==> config.mk <==
export PLATFORM = sky130hd
export DESIGN_NAME = raster_scan_ctrl_flat
export DESIGN_NICKNAME = d
export VERILOG_FILES = /design/src/rtl/raster_scan_ctrl_pkg.sv /design/src/rtl/raster_scan_ctrl_if.sv /design/src/rtl/raster_axis_counter.sv /design/src/rtl/raster_scan_ctrl.sv /design/src/flat_wrapper.sv
export SDC_FILE = /design/constraint.sdc
export NUM_CORES = 1
export LEC_CHECK = 0
export CAP_MARGIN = 20
export CORE_AREA = 5 5 68 70
export CTS_BUF_LIST = sky130_fd_sc_hd__clkbuf_8
export DETAILED_ROUTE_END_ITERATION = 16
export DIE_AREA = 0 0 73 75
export PLACE_DENSITY = 0.76
export SLEW_MARGIN = 20
export SYNTH_ARGS = -nofsm -noshare
export SYNTH_HDL_FRONTEND = slang
export SYNTH_SLANG_ARGS = --single-unit
==> constraint.sdc <==
create_clock -name clk -period 2 [get_ports clk]
set_input_delay 0.4 -clock clk [delete_from_list [all_inputs] [get_ports clk]]
set_output_delay 0.4 -clock clk [all_outputs]
set_load 0.005 [all_outputs]
==> src/rtl/raster_scan_ctrl_pkg.sv <==
// Shared types and defaults for the raster scan sequencer.
package raster_pkg;

  localparam int W = 4;

  typedef enum logic [1:0] {
    IDLE,
    SCAN,
    DONE
  } scan_state_t;

  typedef logic [W-1:0] coord_t;

endpackage

==> src/rtl/raster_scan_ctrl_if.sv <==
// Coordinate stream from the scan sequencer to a pixel consumer (valid/ready).
interface raster_scan_ctrl_if #(
  parameter int W = raster_pkg::W
) ();

  logic         valid;
  logic         ready;
  logic         last;
  logic [W-1:0] x;
  logic [W-1:0] y;

  modport master (output valid, output x, output y, output last, input ready);
  modport slave  (input valid, input x, input y, input last, output ready);

endinterface

==> src/rtl/raster_axis_counter.sv <==
// Loadable bounded axis counter; incrementing at max reloads min instead of wrapping.
module raster_axis_counter #(
  parameter int W = raster_pkg::W
) (
  input  logic         clk,
  input  logic         reset,
  input  logic         load,
  input  logic         inc,
  input  logic [W-1:0] min,
  input  logic [W-1:0] max,
  output logic [W-1:0] cnt,
  output logic         at_max
);

  logic [W-1:0] cnt_q;
  logic [W-1:0] cnt_d;

  // Compare before incrementing so max = all-ones never needs a wrap.
  assign at_max = (cnt_q == max);
  assign cnt    = cnt_q;

  always_comb begin
    cnt_d = cnt_q;
    if (load) begin
      cnt_d = min;
    end else if (inc) begin
      cnt_d = at_max ? min : cnt_q + 1'b1;
    end
  end

  always_ff @(posedge clk or posedge reset) begin
    if (reset) begin
      cnt_q <= '0;
    end else begin
      cnt_q <= cnt_d;
    end
  end

endmodule

==> src/rtl/raster_scan_ctrl.sv <==
// Start/stall/abort-controlled row-major scan of a programmable window.
module raster_scan_ctrl
  import raster_pkg::*;
#(
  parameter int W = raster_pkg::W
) (
  input  logic                clk,
  input  logic                reset,
  input  logic                start,
  input  logic                abort,
  input  logic [W-1:0]        x_min,
  input  logic [W-1:0]        x_max,
  input  logic [W-1:0]        y_min,
  input  logic [W-1:0]        y_max,
  raster_scan_ctrl_if.master  bus,
  output logic                busy,
  output logic                done,
  output logic                err
);

  scan_state_t  state_q, state_d;
  logic [W-1:0] x_min_q, x_min_d, x_max_q, x_max_d;
  logic [W-1:0] y_min_q, y_min_d, y_max_q, y_max_d;
  logic         err_q, err_d;

  logic         win_ok, load, xfer, at_last, inc_x, inc_y;
  logic         x_at_max, y_at_max;
  logic [W-1:0] x_cnt, y_cnt, x_lo, y_lo;

  assign win_ok  = (x_min <= x_max) && (y_min <= y_max);
  assign load    = (state_q == IDLE) && start && win_ok;
  assign xfer    = (state_q == SCAN) && bus.ready;
  assign at_last = x_at_max && y_at_max;
  // The final beat leaves the counters parked on (x_max, y_max).
  assign inc_x   = xfer && !at_last;
  assign inc_y   = inc_x && x_at_max;
  assign x_lo    = load ? x_min : x_min_q;
  assign y_lo    = load ? y_min : y_min_q;

  always_comb begin
    state_d = state_q;
    x_min_d = x_min_q;
    x_max_d = x_max_q;
    y_min_d = y_min_q;
    y_max_d = y_max_q;
    err_d   = 1'b0;
    case (state_q)
      IDLE: begin
        if (start) begin
          if (win_ok) begin
            x_min_d = x_min;
            x_max_d = x_max;
            y_min_d = y_min;
            y_max_d = y_max;
            state_d = SCAN;
          end else begin
            err_d = 1'b1;
          end
        end
      end
      SCAN: begin
        if (abort) begin
          state_d = IDLE;
        end else if (xfer && at_last) begin
          state_d = DONE;
        end
      end
      DONE:    state_d = IDLE;
      default: state_d = IDLE;
    endcase
  end

  always_ff @(posedge clk or posedge reset) begin
    if (reset) begin
      state_q <= IDLE;
      x_min_q <= '0;
      x_max_q <= '0;
      y_min_q <= '0;
      y_max_q <= '0;
      err_q   <= 1'b0;
    end else begin
      state_q <= state_d;
      x_min_q <= x_min_d;
      x_max_q <= x_max_d;
      y_min_q <= y_min_d;
      y_max_q <= y_max_d;
      err_q   <= err_d;
    end
  end

  raster_axis_counter #(.W(W)) u_x_cnt (
    .clk    (clk),
    .reset  (reset),
    .load   (load),
    .inc    (inc_x),
    .min    (x_lo),
    .max    (x_max_q),
    .cnt    (x_cnt),
    .at_max (x_at_max)
  );

  raster_axis_counter #(.W(W)) u_y_cnt (
    .clk    (clk),
    .reset  (reset),
    .load   (load),
    .inc    (inc_y),
    .min    (y_lo),
    .max    (y_max_q),
    .cnt    (y_cnt),
    .at_max (y_at_max)
  );

  assign bus.valid = (state_q == SCAN);
  assign bus.x     = x_cnt;
  assign bus.y     = y_cnt;
  assign bus.last  = (state_q == SCAN) && at_last;
  assign busy      = (state_q != IDLE);
  assign done      = (state_q == DONE);
  assign err       = err_q;

endmodule

==> src/flat_wrapper.sv <==
// flat-port wrapper written by rule: the top's interface ports become plain ports
module raster_scan_ctrl_flat import raster_pkg::*;
#(
  parameter int W = raster_pkg::W
)
  (clk, reset, start, abort, x_min, x_max, y_min, y_max, busy, done, err, bus_valid, bus_x, bus_y, bus_last, bus_ready);
  raster_scan_ctrl_if #(.W(W)) bus_i ();
  input  logic clk;
  input  logic reset;
  input  logic start;
  input  logic abort;
  input  logic [W-1:0] x_min;
  input  logic [W-1:0] x_max;
  input  logic [W-1:0] y_min;
  input  logic [W-1:0] y_max;
  output logic busy;
  output logic done;
  output logic err;
  output wire logic [$bits(bus_i.valid)-1:0] bus_valid;
  output wire logic [$bits(bus_i.x)-1:0] bus_x;
  output wire logic [$bits(bus_i.y)-1:0] bus_y;
  output wire logic [$bits(bus_i.last)-1:0] bus_last;
  input wire logic [$bits(bus_i.ready)-1:0] bus_ready;
  assign bus_valid = bus_i.valid;
  assign bus_x = bus_i.x;
  assign bus_y = bus_i.y;
  assign bus_last = bus_i.last;
  assign bus_i.ready = bus_ready;
  raster_scan_ctrl #(.W(W)) u_core (.clk(clk), .reset(reset), .start(start), .abort(abort), .x_min(x_min), .x_max(x_max), .y_min(y_min), .y_max(y_max), .bus(bus_i), .busy(busy), .done(done), .err(err));
endmodule
==> results of run 1 <==
[cells in the mapped netlist, drive strengths merged, types with 4 or more instances]
| cell | number |
|---|---|
| a21oi | 6 |
| buf | 4 |
| nor3 | 6 |
| xor2 | 10 |
| mux2 | 16 |
| ha | 10 |
| inv | 12 |
| nor2 | 6 |
| nor4 | 5 |
| dfrtp | 23 |
[cell type report]
| type | count | area (um2) |
|---|---|---|
| fill | 323 | 1540 |
| multi-input combinational | 96 | 1020 |
| timing repair buffer | 71 | 611 |
| sequential | 23 | 576 |
| tap | 50 | 62.6 |
| inverter | 12 | 57.6 |
| clock buffer | 3 | 41.3 |
| clock inverter | 1 | 3.75 |
[timing repair]
item                                    in CTS  in global routing
resized for setup                           51                 13
pin swaps                                   13                 11
endpoints found under the setup margin      22                 20
buffers inserted                             3                  6
hold endpoints to repair                     0                  0
[power breakdown]
part	internal, uW	leakage [uW]	switching [uW]
Combinational	952	0.000793	704
Clock	137	0.0000269	150
Sequential	660	0.000274	173
Total	1750	0.00109	1030
[flip-flops by register name (all words and copies together), names as in the netlist]
register / cells
u_core.u_x_cnt.cnt: 4
u_core.err: 1
u_core.x_max_q: 4
u_core.y_max_q: 4
u_core.u_y_cnt.cnt: 4
u_core.x_min_q: 4
u_core.state_q: 2
[through the flow]
stage                     setup slack, ns  instance area (um2)  setup TNS, ns
after global routing               -0.137                 2370          -1.27
after global placement             -0.723                 2130         -13.75
after floorplan                    -0.114                 1550         -0.571
after detailed placement           -0.769                 2130         -14.65
final                             -0.0832                 2370         -0.150
after CTS                         -0.0562                 2290        -0.0981
[layout by cell type (no fill, tap or decap), types with 3 or more instances in the layout]
master                             n
sky130_fd_sc_hd__buf_2             3
sky130_fd_sc_hd__buf_4            32
sky130_fd_sc_hd__a21oi_1           3
sky130_fd_sc_hd__mux2_4           11
sky130_fd_sc_hd__buf_6             5
sky130_fd_sc_hd__inv_1             6
sky130_fd_sc_hd__nand2_1           3
sky130_fd_sc_hd__inv_2             6
sky130_fd_sc_hd__a21oi_2           3
sky130_fd_sc_hd__dlygate4sd2_1    13
sky130_fd_sc_hd__dfrtp_1          23
sky130_fd_sc_hd__nand3_1           3
sky130_fd_sc_hd__xor2_1            8
sky130_fd_sc_hd__clkdlybuf4s50_1  16
sky130_fd_sc_hd__ha_4              6
sky130_fd_sc_hd__mux2_1            5
sky130_fd_sc_hd__clkbuf_8          3
sky130_fd_sc_hd__nor2_1            6
sky130_fd_sc_hd__ha_1              3
sky130_fd_sc_hd__nor3_1            3
sky130_fd_sc_hd__mux2i_1           3
[routing by layer]
metal / track usage / share of wire
met3: 0.0240 / 0.039
met5: 0 / 0
met4: 0.0430 / 0.0061
met2: 0.266 / 0.52
met1: 0.197 / 0.44
[cells by family (layout without fill, tap and decap cells)]
family                     count (synthesis)  count (layout)  synth area share
AOI/OAI and AO/OA                         17              17            0.0782
xor gates and xnor gates                  11              11            0.0647
adders and majority gates                 10              10            0.0840
buffers and inverters                     17              87            0.0504
DFF                                       23              23             0.387
muxes                                     19              19             0.141
and+or+nand+nor                           39              39             0.195
[worst paths after layout]
check	start	slack, ns	to	depth (start not counted)
max	u_core.u_x_cnt.cnt[3]	-0.08	u_core.u_y_cnt.cnt[3]	7
min	y_max[1]	0.40	u_core.y_max_q[1]	2
max reg2reg	u_core.u_x_cnt.cnt[3]	-0.08	u_core.u_y_cnt.cnt[3]	7
min reg2reg	u_core.x_min_q[2]	0.53	u_core.x_min_q[2]	1
max in group asynchronous	reset	1.29	u_core.state_q[0]	3
min in group asynchronous	reset	0.47	u_core.x_max_q[1]	3
[worst max-delay path: stages, from the launching register on]
cell,delay [ns]
sky130_fd_sc_hd__dfrtp_1,0.43
sky130_fd_sc_hd__xor2_2,0.20
sky130_fd_sc_hd__buf_4,0.15
sky130_fd_sc_hd__or4_4,0.48
sky130_fd_sc_hd__buf_4,0.17
sky130_fd_sc_hd__nor4_4,0.16
sky130_fd_sc_hd__xor2_1,0.11
sky130_fd_sc_hd__mux2_4,0.26
==> impl_summary.txt, run 1 <==
----------------------------------------------------
[Flow run]
  Number of maximum-capacitance violations ... 0

[Floorplanning]
  Standard-cell rows ... 23
  Area enclosed by the die boundary ... 5480 um2
  Initial Utilization ... 0.380
  Core box area ... roughly 3900 um2
  Die height ... 75 um
  Die extent in x ... 73 um
  Number of primary I/O pins ... 34

[Run status]
  Violated checks ... setup timing
  Outcome ... complete, but fails checks

[Power and ir drop]
  Post-layout power ... between 2000 and 3000 uW
  Peak supply drop ... ~0.48 mV
  Cell leakage power ... 0.00109 uW
  Total power divided by cell area ... ~1200 nW/um2

[Clocking]
  CTS tree ... built
  Root buf cell ... sky130_fd_sc_hd__clkbuf_8
  Largest buffer count on any clock path ... 2
  H-tree levels ... 1
  Number of sinks on the clock net ... 23
  Worst-Skew Late Latency ... ~0.26 ns
  Total clock buffers created by CTS ... 3
  Number of hold buffers added after CTS ... 0
  Register clock-pin slew on the reported worst setup and hold paths ... approximately 0.080 ns

[STA]
  WHS ... around 0.4 ns
  Tcrit/Tclk final ... 1.04
  Clock tree skew after final layout ... roughly 0.0019 ns
  Maximum operating frequency ... a little under 500 MHz
  Unrepaired setup endpoints after global routing ... yes
  Max-slew headroom at the worst pin ... 0.749
  Final hold violations ... 0
  Final setup margin ... -0.0832 ns
  Period minus WS final ... approximately 2.1 ns
  Number of max-slew violations in the final report ... 0
  Setup violators final ... 11
  Pin slew with the least headroom to its limit ... around 0.37 ns

[Synthesis]
  Share of the synthesized area in the top cell type ... 0.387
  Number of enable-type register cells in the synthesized netlist ... 0
  Post-synthesis instance total ... between 100 and 150
  Net count of the mapped netlist ... approximately 170
  Top_reg_cell synth ... sky130_fd_sc_hd__dfrtp_1
  Proportion of register bits with asynchronous set or reset after synthesis ... 1.00
  Mean post-synth cell area ... ~11 um2
  Yosys warns ... 0
  Register bit count reported by yosys ... 23
  Count of distinct cell types in the synthesized netlist ... between 40 and 50
  Sequential element share of the synthesized area ... 0.387
  Area leader, netlist ... sky130_fd_sc_hd__dfrtp_1
  Post-synthesis cell area ... between 1000 and 1500 um2
  Top area cells in the synthesized netlist ... sky130_fd_sc_hd__dfrtp_1 39%, sky130_fd_sc_hd__mux2_1 12%, sky130_fd_sc_hd__ha_1 8.4%

[Global routing]
  Initial antenna violation count ... 0
  Global-route wire length before repair ... about 6.5 mm
  Maximum number of pins on one net before global-route repair ... 24
  Number of global-route vias before repair ... 1370
  Grt ovf ... 0
  Total routing usage reported by global routing ... 0.153

[Detailed routing]
  Via density per instance ... just over 5
  1st-pass router iterations ... 4
  Routed wire length ... approximately 4 mm
  Number of DRC violations after detailed-routing iteration 0 ... 34
  Remaining antenna violation count ... 0
  Routed via count ... roughly 1300
  DRC violations left ... 0
  Routed length per instance ... between 15 and 20 um

[Placement]
  Cell total after placement ... 243
  Detailed Place HPWL ... 2.97 mm
  Port Buffers ... 33
  Routability congestion estimate ... approximately 0.82

[Cells and area]
  Layout cells sized above 1 ... 0.422
  Count of inserted antenna diode cells ... 0
  Area growth from synthesis to layout ... 59.2%
  Core utilization of the finished layout ... 0.606
  Final net count ... roughly 240
  Final cell count without fillers ... roughly 260

[Worst setup path]
  Data required, critical path ... between 2 and 2.5 ns
  Worst setup SP type ... flip-flop
  Highest fanout seen on the critical path ... 6
  Data arrival time of the worst path ... around 2.2 ns
  Worst Setup End Kind ... flip-flop
  Setup Crit Path Kind ... flip-flop to flip-flop

[Hold path]
  Worst min path class ... primary input to flip-flop

----------------------------------------------------
No activity file was read; power rests on OpenSTA's default activity.
==> run 2, diff against run 1 <==
PLACE_DENSITY = 0.75   (was 0.76)
==> impl_summary.txt, run 2 (same netlist as run 1, synthesis figures left out) <==
----------------------------------------------------
[Global routing]
  Total routing usage reported by global routing ... 0.151 (was 0.153)
  Number of global-route vias before repair ... 1342 (was 1370)
  Maximum number of pins on one net before global-route repair ... 24 (unchanged)
  Grt ovf ... 0 (unchanged)
  Global-route wire length before repair ... 6.38 mm (was 6.53 mm)
  Initial antenna violation count ... 0 (unchanged)

[Hold path]
  Worst min path class ... primary input to flip-flop (unchanged)
  Worst hold start ... y_max[1] (unchanged)

[Worst setup path]
  Cell depth of the worst setup path ... 5 (was 7)
  Worst setup path startpoint ... u_core.x_max_q[2] (was u_core.u_x_cnt.cnt[3])
  R2r endpoint ... u_core.u_y_cnt.cnt[2] (was u_core.u_y_cnt.cnt[3])
  Highest fanout seen on the critical path ... 7 (was 6)
  Cell with the largest stage delay on the worst path ... sky130_fd_sc_hd__or4_4 (unchanged)
  Critical-path cell list ... xor2_1, or4_4, nor4b_4, xor2_1, mux2_4 (was xor2_2, buf_4, or4_4, buf_4, nor4_4, xor2_1, mux2_4)
  Buffers & Inverters on Critical Path ... 0 (was 2)
  Critical path's largest stage delay ... 0.65 ns (was 0.48 ns)
  Worst flop-to-flop path startpoint ... u_core.x_max_q[2] (was u_core.u_x_cnt.cnt[3])
  Worst setup SP type ... flip-flop (unchanged)
  Data required, critical path ... 2.16 ns (was 2.15 ns)
  Depth of the worst register-to-register path ... 5 (was 7)
  Setup Crit Path Kind ... flip-flop to flip-flop (unchanged)
  Endpoint of the most critical setup path ... u_core.u_y_cnt.cnt[2] (was u_core.u_y_cnt.cnt[3])
  Data arrival time of the worst path ... 2.16 ns (was 2.23 ns)
  Most prevalent standard cell on the critical path ... sky130_fd_sc_hd__xor2_1 (was sky130_fd_sc_hd__buf_4)
  Largest delay contributor family on the critical path ... simple AND/OR/NAND/NOR gates (unchanged)
  Worst Setup End Kind ... flip-flop (unchanged)
  Setup slack, reg-to-reg ... -0.008 ns (was -0.08 ns)

[Detailed routing]
  1st-pass router iterations ... 4 (unchanged)
  Routed length per instance ... 15.5 um (was 16.0 um)
  Number of DRC violations after detailed-routing iteration 0 ... 32 (was 34)
  Routed wire length ... 3.91 mm (was 4.09 mm)
  Routed metal-1 wirelength ... 1.68 mm (was 1.79 mm)
  Remaining antenna violation count ... 0 (unchanged)
  Top routing layer in use ... met4 (unchanged)
  DRC violations left ... 0 (unchanged)
  Via density per instance ... 5.17 (was 5.05)
  Routed via count ... 1309 (was 1292)
  Met3 wire length ... 168 um (was 160 um)
  Met2 routed WL ... 2.00 mm (was 2.11 mm)

[Placement]
  Cell total after placement ... 242 (was 243)
  Routability congestion estimate ... 0.772 (was 0.821)
  Port Buffers ... 33 (unchanged)
  Detailed Place HPWL ... 3.01 mm (was 2.97 mm)

[STA]
  Final setup margin ... -0.00795 ns (was -0.0832 ns)
  Number of max-slew violations in the final report ... 0 (unchanged)
  Final hold violations ... 0 (unchanged)
  Max-slew headroom at the worst pin ... 0.736 (was 0.749)
  Unrepaired setup endpoints after global routing ... yes (unchanged)
  Setup violators final ... 1 (was 11)
  Clock tree skew after final layout ... 0.00252 ns (was 0.00193 ns)
  Period minus WS final ... 2.01 ns (was 2.08 ns)
  Maximum operating frequency ... 498 MHz (was 480 MHz)
  Pin slew with the least headroom to its limit ... 0.386 ns (was 0.371 ns)
  Tcrit/Tclk final ... 1.00 (was 1.04)
  WHS ... 0.458 ns (was 0.403 ns)

[Cells and area]
  Count of inserted antenna diode cells ... 0 (unchanged)
  Leading cell type in the layout, fill and taps excluded ... sky130_fd_sc_hd__buf_4 (unchanged)
  Area growth from synthesis to layout ... 54.1% (was 59.2%)
  Layout cells sized above 1 ... 0.360 (was 0.422)
  Total of fill cells in the finished design ... 335 (was 323)
  Commonest cells after routing, fill and taps aside ... 31 x sky130_fd_sc_hd__buf_4, 23 x sky130_fd_sc_hd__dfrtp_1, 16 x sky130_fd_sc_hd__clkdlybuf4s50_1 (was 32 x sky130_fd_sc_hd__buf_4, 23 x sky130_fd_sc_hd__dfrtp_1, 16 x sky130_fd_sc_hd__clkdlybuf4s50_1)
  Final cell count without fillers ... 253 (was 256)
  Final net count ... 235 (was 238)

[Floorplanning]
  Number of primary I/O pins ... 34 (unchanged)
  Die extent in x ... 73 um (unchanged)
  Area enclosed by the die boundary ... 5480 um2 (unchanged)
  Die height ... 75 um (unchanged)
  Initial Utilization ... 0.380 (unchanged)
  Standard-cell rows ... 23 (unchanged)
  Core box area ... 3910 um2 (unchanged)

[Run status]
  Outcome ... complete, but fails checks (unchanged)
  Violated checks ... setup timing (unchanged)

[Clocking]
  Root buf cell ... sky130_fd_sc_hd__clkbuf_8 (unchanged)
  Number of sinks on the clock net ... 23 (unchanged)
  Largest buffer count on any clock path ... 2 (unchanged)
  Number of hold buffers added after CTS ... 0 (unchanged)
  CTS tree ... built (unchanged)
  Total clock buffers created by CTS ... 3 (unchanged)
  Register clock-pin slew on the reported worst setup and hold paths ... 0.08 ns (about the same)
  H-tree levels ... 1 (unchanged)
  Worst-Skew Late Latency ... 0.27 ns (was 0.26 ns)

[Flow run]
  Number of maximum-capacitance violations ... 0 (unchanged)

[Power and ir drop]
  Peak supply drop ... 0.604 mV (was 0.482 mV)
  Total power divided by cell area ... 1130 nW/um2 (was 1170 nW/um2)
  Cell leakage power ... 0.00106 uW (was 0.00109 uW)

----------------------------------------------------
==> run 2: layer usage <==
metal,vias to the layer above,GRT usage
li1,625,-
met2,34,0.261
met5,-,0
met3,7,0.0267
met4,0,0.0492
met1,643,0.191
==> run 2: worst register-to-register path, stage by stage, from the launching register on <==
cell and delay, ns:
sky130_fd_sc_hd__dfrtp_1 0.43, sky130_fd_sc_hd__xor2_1 0.19, sky130_fd_sc_hd__or4_4 0.65, sky130_fd_sc_hd__nor4b_4 0.25, sky130_fd_sc_hd__xor2_1 0.11, sky130_fd_sc_hd__mux2_4 0.27
==> run 2: final cells by class <==
type                    count  area [um2]  area share
clock buffers               3        41.3      0.0180
clock inverters             1        3.75     0.00164
inverters                  12        57.6      0.0251
well taps                  50        62.6      0.0273
multi-input cells          96         975       0.425
flip-flops and latches     23         576       0.251
repair buffers             68         579       0.252
==> run 2: how the worst min path moves through the flow <==
stage                     cells after the start           endpoint  slack [ns]
final                                         3  u_core.y_max_q[1]        0.46
after floorplan                               1         u_core.err        0.40
after CTS                                     3  u_core.y_max_q[1]        0.46
after global routing                          3  u_core.y_max_q[1]        0.47
after detailed placement                      1  u_core.y_max_q[1]        0.51
after global placement                        1  u_core.x_min_q[0]        0.50
==> run 2: where the power goes <==
group          leakage, uW  internal [uW]  switching [uW]
registers         0.000274            661             161
logic             0.000760            833             655
clock network    0.0000269            137             151
==> run 2: repair_timing <==
action | 4_1_cts | 5_1_grt
pin swaps | 15 | 10
buffers inserted | 4 | 3
resized for setup | 41 | 10
endpoints found under the setup margin | 22 | 17
==> run 2: metrics by stage <==
stage | area, um2 | setup WS [ns] | setup TNS, ns | utilization | total power [uW]
6_report | 2290 | -0.00795 | -0.00795 | 0.586 | 2600
5_1_grt | 2290 | -0.0703 | -0.241 | 0.586 | 2770
4_1_cts | 2230 | 0.00118 | 0 | 0.569 | 2510
3_5_place_dp | 2110 | -0.755 | -14.45 | 0.539 | 2150
3_3_place_gp | 2110 | -0.714 | -13.84 | 0.539 | 2090
2_1_floorplan | 1550 | -0.114 | -0.571 | - | 1570
==> run 3, diff against run 2 <==
CAP_MARGIN = unset   (was 20)
PLACE_DENSITY = 0.66   (was 0.75)
REMOVE_ABC_BUFFERS = 1   (was unset)
==> impl_summary.txt, run 3 (same netlist as run 1, synthesis figures left out) <==
----------------------------------------------------
[Floorplanning]
  Area enclosed by the die boundary ... 5480 um2 (unchanged)
  Number of primary I/O pins ... 34 (unchanged)
  Die height ... 75 um (unchanged)
  Core box area ... 3910 um2 (unchanged)
  Die extent in x ... 73 um (unchanged)
  Standard-cell rows ... 23 (unchanged)
  Initial Utilization ... 0.380 (unchanged)

[Worst setup path]
  Worst setup SP type ... flip-flop (unchanged)
  Highest fanout seen on the critical path ... 6 (was 7)
  Data required, critical path ... 2.15 ns (was 2.16 ns)
  Setup Crit Path Kind ... flip-flop to flip-flop (unchanged)
  Worst Setup End Kind ... flip-flop (unchanged)
  Data arrival time of the worst path ... 2.22 ns (was 2.16 ns)

[Clocking]
  Largest buffer count on any clock path ... 2 (unchanged)
  Register clock-pin slew on the reported worst setup and hold paths ... 0.08 ns (about the same)
  Number of sinks on the clock net ... 23 (unchanged)
  H-tree levels ... 1 (unchanged)
  Number of hold buffers added after CTS ... 0 (unchanged)
  CTS tree ... built (unchanged)
  Total clock buffers created by CTS ... 3 (unchanged)
  Root buf cell ... sky130_fd_sc_hd__clkbuf_8 (unchanged)
  Worst-Skew Late Latency ... 0.27 ns (about the same)

[Detailed routing]
  1st-pass router iterations ... 4 (unchanged)
  DRC violations left ... 0 (unchanged)
  Via density per instance ... 5.12 (was 5.17)
  Routed via count ... 1336 (was 1309)
  Number of DRC violations after detailed-routing iteration 0 ... 31 (was 32)
  Routed wire length ... 4.01 mm (was 3.91 mm)
  Routed length per instance ... 15.4 um (was 15.5 um)
  Remaining antenna violation count ... 0 (unchanged)

[Placement]
  Port Buffers ... 33 (unchanged)
  Detailed Place HPWL ... 3.07 mm (was 3.01 mm)
  Post-detailed-placement cell area ... 2120 um2 (was 2110 um2)
  Cell total after placement ... 250 (was 242)
  Routability congestion estimate ... 0.822 (was 0.772)

[Cells and area]
  Final net count ... 243 (was 235)
  Sequential cell area ... 576 um2 (unchanged)
  Cell area after layout ... 2370 um2 (was 2290 um2)
  Final cell count without fillers ... 261 (was 253)
  Count of inserted antenna diode cells ... 0 (unchanged)
  Commonest cells after routing, fill and taps aside ... 36 x sky130_fd_sc_hd__buf_4, 23 x sky130_fd_sc_hd__dfrtp_1, 16 x sky130_fd_sc_hd__clkdlybuf4s50_1 (was 31 x sky130_fd_sc_hd__buf_4, 23 x sky130_fd_sc_hd__dfrtp_1, 16 x sky130_fd_sc_hd__clkdlybuf4s50_1)
  Layout cells sized above 1 ... 0.417 (was 0.360)
  Area of combinational cells with multiple inputs ... 996 um2 (was 975 um2)
  Core utilization of the finished layout ... 0.606 (was 0.586)
  Leading cell type in the layout, fill and taps excluded ... sky130_fd_sc_hd__buf_4 (unchanged)
  Total of fill cells in the finished design ... 344 (was 335)
  Area growth from synthesis to layout ... 59.4% (was 54.1%)

[Global routing]
  Total routing usage reported by global routing ... 0.159 (was 0.151)
  Maximum number of pins on one net before global-route repair ... 24 (unchanged)
  Grt ovf ... 0 (unchanged)
  Global-route wire length before repair ... 6.78 mm (was 6.38 mm)
  Number of global-route vias before repair ... 1434 (was 1342)
  Initial antenna violation count ... 0 (unchanged)

[STA]
  Max-slew headroom at the worst pin ... 0.706 (was 0.736)
  Pin slew with the least headroom to its limit ... 0.435 ns (was 0.386 ns)
  Unrepaired setup endpoints after global routing ... yes (unchanged)
  Number of max-slew violations in the final report ... 0 (unchanged)
  Setup violators final ... 5 (was 1)
  Period minus WS final ... 2.07 ns (was 2.01 ns)
  Maximum operating frequency ... 484 MHz (was 498 MHz)
  Final setup margin ... -0.0665 ns (was -0.00795 ns)
  Clock tree skew after final layout ... 0.00378 ns (was 0.00252 ns)
  Tcrit/Tclk final ... 1.03 (was 1.00)
  Final hold violations ... 0 (unchanged)

[Power and ir drop]
  Cell leakage power ... 0.00111 uW (was 0.00106 uW)
  Total power divided by cell area ... 1160 nW/um2 (was 1130 nW/um2)
  Peak supply drop ... 0.537 mV (was 0.604 mV)

[Run status]
  Violated checks ... setup timing (unchanged)
  Outcome ... complete, but fails checks (unchanged)

[Hold path]
  Worst min path class ... primary input to flip-flop (unchanged)

[Flow run]
  Number of maximum-capacitance violations ... 0 (unchanged)

----------------------------------------------------
[run 3: final timing paths]
path	startpoint	to	slack, ns	depth (start not counted)
setup / recovery	u_core.u_x_cnt.cnt[3]	u_core.u_y_cnt.cnt[0]	-0.07	8
hold / removal	x_max[1]	u_core.x_max_q[1]	0.39	2
setup reg to reg	u_core.u_x_cnt.cnt[3]	u_core.u_y_cnt.cnt[0]	-0.07	8
hold reg to reg	u_core.x_min_q[0]	u_core.x_min_q[0]	0.53	1
max in group asynchronous	reset	u_core.x_max_q[3]	1.30	3
min in group asynchronous	reset	u_core.x_max_q[0]	0.47	3
[run 3: metrics by stage]
| stage | setup WS (ns) | hold WS [ns] | total power [uW] | TNS, ns |
|---|---|---|---|---|
| finish | -0.0665 | 0.392 | 2750 | -0.257 |
| global route | -0.148 | 0.403 | 2940 | -0.701 |
| CTS | -0.0585 | 0.482 | 2620 | -0.165 |
| detailed placement | -0.597 | 0.499 | 2150 | -11.46 |
| global placement | -0.547 | 0.486 | 2080 | -10.51 |
| floorplan | -0.193 | 0.402 | 1480 | -2.05 |
[run 3: cell type report]
type,count,share of cell area
clock buffers,3,0.0174
clock inverters,1,0.00158
inverters,12,0.0190
multi-input cells,96,0.420
flip-flops and latches,23,0.242
well taps,50,0.0264
repair buffers,76,0.274
[run 3: worst max-delay path, stage by stage (launching register included)]
cell                      delay [ns]
sky130_fd_sc_hd__dfrtp_1        0.42
sky130_fd_sc_hd__xor2_2         0.20
sky130_fd_sc_hd__buf_4          0.14
sky130_fd_sc_hd__or4_4          0.50
sky130_fd_sc_hd__buf_6          0.16
sky130_fd_sc_hd__nor3_4         0.19
sky130_fd_sc_hd__buf_6          0.13
sky130_fd_sc_hd__xnor2_2        0.10
sky130_fd_sc_hd__mux2i_1        0.09
[run 3: per-layer routing]
metal  global-route usage  wire length, um  up-vias
met5                    0                0        -
met4               0.0492               61        0
met3               0.0240              205        7
met2                0.282             2050       43
met1                0.199             1690      646
li1                     -                -      640
[run 3: power breakdown]
part / switching (uW) / internal, uW / total (uW)
Sequential: 163 / 661 / 824
Clock: 147 / 137 / 284
Combinational: 715 / 930 / 1650
Total: 1020 / 1730 / 2750
[run 3: timing repair]
item | CTS | global route
setup endpoints to repair | 22 | 21
setup buffers | 4 | 3
pin swaps | 16 | 7
gates resized for setup | 54 | 16
